--- src/rtl/mac_result_fifo.sv ---
// mac_result_fifo: synchronous FIFO buffering accumulator results from the MAC stage.
// The upstream producer has no backpressure. A word offered while the FIFO is full,
// with no pop in the same cycle, is dropped and latches the sticky overflow flag.
// All outputs are derived from registered state only.
module mac_result_fifo #(
   parameter int unsigned WIDTH = 20,
   parameter int unsigned DEPTH = 8
) (
   input  logic                     clk,
   input  logic                     reset,
   input  logic                     valid_in,
   input  logic [WIDTH-1:0]         d_in,
   input  logic                     ready_out,
   output logic                     valid_out,
   output logic [WIDTH-1:0]         d_out,
   output logic [$clog2(DEPTH):0]   count,
   output logic                     full,
   output logic                     empty,
   output logic                     overflow
);

   localparam int unsigned AW = $clog2(DEPTH);
   localparam int unsigned CW = AW + 1;
   localparam logic [CW-1:0] FULL_CNT = CW'(DEPTH);

   logic [WIDTH-1:0] r_mem [DEPTH];
   logic [AW-1:0]    r_rd_ptr;
   logic [AW-1:0]    r_wr_ptr;
   logic [CW-1:0]    r_count;
   logic             r_overflow;

   logic w_full;
   logic w_empty;
   logic w_push;
   logic w_pop;
   logic w_drop;

   // Status flags, handshake qualifiers and head output from registered state
   always_comb begin
      w_empty = (r_count == '0);
      w_full  = (r_count == FULL_CNT);
      w_pop   = ~w_empty & ready_out;
      // A same-cycle pop frees a slot, so a full FIFO can still accept a word
      w_push  = valid_in & (~w_full | w_pop);
      w_drop  = valid_in & w_full & ~w_pop;
   end

   // Pointer, occupancy and sticky overflow update; reset overrides any handshake
   always_ff @(posedge clk) begin
      if (reset) begin
         r_rd_ptr   <= '0;
         r_wr_ptr   <= '0;
         r_count    <= '0;
         r_overflow <= 1'b0;
      end else begin
         if (w_push) r_wr_ptr <= r_wr_ptr + 1'b1;
         if (w_pop)  r_rd_ptr <= r_rd_ptr + 1'b1;
         if (w_push && !w_pop)      r_count <= r_count + 1'b1;
         else if (w_pop && !w_push) r_count <= r_count - 1'b1;
         if (w_drop) r_overflow <= 1'b1;
      end
   end

   // Storage array; not reset, and writes are suppressed while reset is asserted
   always_ff @(posedge clk) begin
      if (!reset && w_push) r_mem[r_wr_ptr] <= d_in;
   end

   // Output drive; d_out is forced to zero when empty so stale entries never show
   always_comb begin
      valid_out = ~w_empty;
      d_out     = w_empty ? '0 : r_mem[r_rd_ptr];
      count     = r_count;
      full      = w_full;
      empty     = w_empty;
      overflow  = r_overflow;
   end

endmodule
--- config.mk ---
export PLATFORM = sky130hd
export DESIGN_NAME = mac_result_fifo
export DESIGN_NICKNAME = d
export VERILOG_FILES = /design/src/rtl/mac_result_fifo.sv
export SDC_FILE = /design/constraint.sdc
export NUM_CORES = 1
export LEC_CHECK = 0
export CAP_MARGIN = 20
export CORE_MARGIN = 2
export CORE_UTILIZATION = 55
export DETAILED_ROUTE_END_ITERATION = 12
export GPL_TIMING_DRIVEN = 0
export PLACE_DENSITY_LB_ADDON = 0.25
export SLEW_MARGIN = 40
export SYNTH_ARGS = -nofsm -noshare
export SYNTH_HDL_FRONTEND = slang
export SYNTH_SLANG_ARGS = --single-unit
--- constraint.sdc ---
create_clock -name clk -period 5.6 [get_ports clk]
set_input_delay 0.84 -clock clk [delete_from_list [all_inputs] [get_ports clk]]
set_output_delay 0.84 -clock clk [all_outputs]
set_load 0.02 [all_outputs]
==> results.sh, run 1 <==
export IMPL_antenna_found_initial=0
export IMPL_clockBufferDepth=2
export IMPL_slowest_delay_ps=630
export IMPL_final_nets=462
export IMPL_critical_path_cell_chain="clkbuf_1, mux4_2, mux2i_1, nor2_1, clkdlybuf4s50_1"
export IMPL_grt_pass1_vias=3498
export IMPL_maxCapViolations=0
export IMPL_critPathSlowestCell="clkbuf_1"
export IMPL_crit_type="register to output pin"
export IMPL_first_pass_iters=4
export IMPL_finalPower_mw=3.73
export IMPL_detail_route_antenna_nets=0
export IMPL_met1Wirelength_um=5270
export IMPL_clock_sinks=174
export IMPL_drt_initial_drc_count=217
export IMPL_cell_internal_pwr_mw=2.73
export IMPL_core_area_um2=12000
export IMPL_final_setup_viol_count=0
export IMPL_synth_cell_types=33
export IMPL_drc=0
export IMPL_min_path_type="register to register"
export IMPL_multiInputGateArea_um2=1630
export IMPL_max_slew_margin=0.463
export IMPL_cts_repair_resized=0
export IMPL_leakage_nw=2.73
export IMPL_htree_levels=4
export IMPL_die_w_um=115
export IMPL_die_area_um2=13200
export IMPL_post_cts_repair_setup_buffers=0
export IMPL_timing_fmax_mhz=287
export IMPL_critPathCaptureType="output pin"
export IMPL_grt_max_degree=17
export IMPL_clockRootBuffer="clkbuf_16"
export IMPL_vias=3372
export IMPL_start_util=0.564
export IMPL_dp_slack_ps=2100
export IMPL_insertedDiodeCount=0
export IMPL_syn_num_nets=363
export IMPL_worstMarginPinSlew_ps=806
export IMPL_status="completed"
export IMPL_grt_pass1_wl_um=19700
export IMPL_crit_required_ps=4760
export IMPL_synthTopCellsByCount="edfxtp_1 (160), mux4_2 (40), nor2_1 (35)"
export IMPL_yosys_area_top_type="edfxtp_1"
export IMPL_die_h_um=115
export IMPL_hold_ws_ps=474
export IMPL_yosys_area_top_type_share=0.710
export IMPL_cp_arrival_ps=2640
export IMPL_dp_cells=560
export IMPL_hold_depth=2
export IMPL_path_max_fanout=10
export IMPL_n_fill_cell=777
export IMPL_syn_inst=333
export IMPL_final_seq_area_um2=5080
export IMPL_drv_slew=0
export IMPL_top_layer="met4"
export IMPL_async_reset_ff_frac=0
export IMPL_ys_seq_area_frac=0.751
export IMPL_rsz0062_at_grt="no"
export IMPL_seqPwrFrac=0.402
export IMPL_fin_worst_skew_ps=12.6
export IMPL_route_met2_wl_um=6510
export IMPL_swShare=0.267
export IMPL_cts_buffers=17
export IMPL_vias_per_cell=5.71
export IMPL_power_frac_clock=0.313
export IMPL_area_growth_synth_to_final_pct=22.3
export IMPL_start_kind="register"
export IMPL_hold_viol=0
export IMPL_synth_seq_cells=174
export IMPL_mappedNetlistArea_um2=6770
export IMPL_cts_tree="built"
export IMPL_wirelength_um=12700
export IMPL_clk_latency_ps=420
export IMPL_synthFlopType="edfxtp_1"
export IMPL_min_period_ps=3480
export IMPL_io_pins=52
export IMPL_wl_per_cell_um=21.4
export IMPL_avgSynthCellArea_um2=20.3
export IMPL_rows=40
export IMPL_synthTopCellsByArea="edfxtp_1 (71%), mux4_2 (13%), dfxtp_1 (4.1%), mux2i_1 (3.1%), nor2_1 (1.9%)"
export IMPL_stdcell_count=591
export IMPL_drive_above_1_share=0.259
export IMPL_tns_ps=0
export IMPL_synth_edff_count=160
export IMPL_peakVddDrop_mv=0.308
export IMPL_synth_most_common_cell="edfxtp_1"
export IMPL_place_congestion=0.682
export IMPL_yosys_warnings=0
export IMPL_power_switching_uw=994
export IMPL_io_buffer_count=51
export IMPL_grt_usage=0.211
export IMPL_clkSlewWorstSetupHoldPaths_ps=60
export IMPL_setup_ws_ps=2120
export IMPL_pwr_share_comb=0.285
export IMPL_dp_hpwl_um=8560
export IMPL_period_share=0.621
export IMPL_overflow=0
export IMPL_reg2regPathDepth=10
export IMPL_power_density_nw_per_um2=450
export IMPL_routed_wl_met3_um=797
export IMPL_hold_buffers=0
## worst max-delay path, delay by kind of cell (launching register included)
family,cells,cell delay (ps)
buffers and inverters,2,1170
flip-flops,1,370
AND/OR/NAND/NOR,1,60
multiplexers,2,620
## worst paths after layout
path | from | endpoint | slack [ps]
worst max-delay path | register | d_out[9] | 2120
worst min-delay path | overflow | overflow | 470
worst max register to register | count[1] | count[3] | 2640
worst min register to register | overflow | overflow | 470
## through the flow
step	area (um^2)	util
3_3_place_gp	7460	0.621
6_report	8280	0.689
2_1_floorplan	6770	-
5_1_grt	8280	0.689
3_5_place_dp	7700	0.641
4_1_cts	8280	0.689
## final cells by class
type | instances | share of cell area
Buffer | 16 | 0.0104
Inverter | 4 | 0.00181
Sequential cell | 174 | 0.614
Timing Repair Buffer | 80 | 0.0836
Multi-Input combinational cell | 139 | 0.197
Tap cell | 147 | 0.0222
Clock inverter | 11 | 0.0178
Clock buffer | 20 | 0.0527
## flip-flops by register name, summed over array words and instances (netlist names), named ones only
name	flops
r_wr_ptr	3
r_mem	160
count	4
r_rd_ptr	3
overflow	1
## power groups by stage
stage,combinational (mW),clock [mW],sequential [mW]
after floorplan,0.683,0,1.53
after global placement,1.05,0,1.53
after detailed placement,1.08,0,1.53
after CTS,1.08,1.19,1.50
after global routing,1.15,1.24,1.50
final,1.06,1.16,1.50
## routing by layer
metal,GRT usage,vias to the layer above
met5,0,-
met4,0.0723,0
met3,0.0585,9
met2,0.339,103
met1,0.284,1723
li1,-,1537
## placed cells by master (no fill, tap or decap), types with 5 or more instances in the layout
cell type,Yosys,final
edfxtp_1,160,160
clkdlybuf4s50_1,0,51
mux4_2,40,40
nor2_1,35,33
mux2i_1,21,21
buf_2,0,19
clkbuf_16,0,17
dfxtp_1,14,14
buf_4,6,13
clkbuf_1,7,8
clkinv_1,0,6
nand2_1,5,5
a21oi_1,5,5
ha_1,5,5
## cell families after synthesis
group	Yosys count	synth area share
AOI/OAI and AO/OA	10	0.0105
xor gates and xnor gates	5	0.00647
adders and majority gates	6	0.0122
buffers and inverters	20	0.0146
DFF	174	0.751
muxes	62	0.166
and+or+nand+nor	56	0.0392
No activity file was read; power rests on OpenSTA's default activity.
==> run 2: changes to the inputs <==
Clock period 5.6 ns to 3.6 ns, I/O delays scaled along.
==> results of run 2 <==
The final DEF is identical to that of run 1. Status: completed.
Among the figures that moved: setup slack after placement 2100 ps -> 399 ps; setup slack after layout 2120 ps -> 421 ps; register-to-register setup slack 2640 ps -> 640 ps; total power 3.73 mW -> 5.80 mW; worst IR drop on VDD 0.308 mV -> 0.478 mV
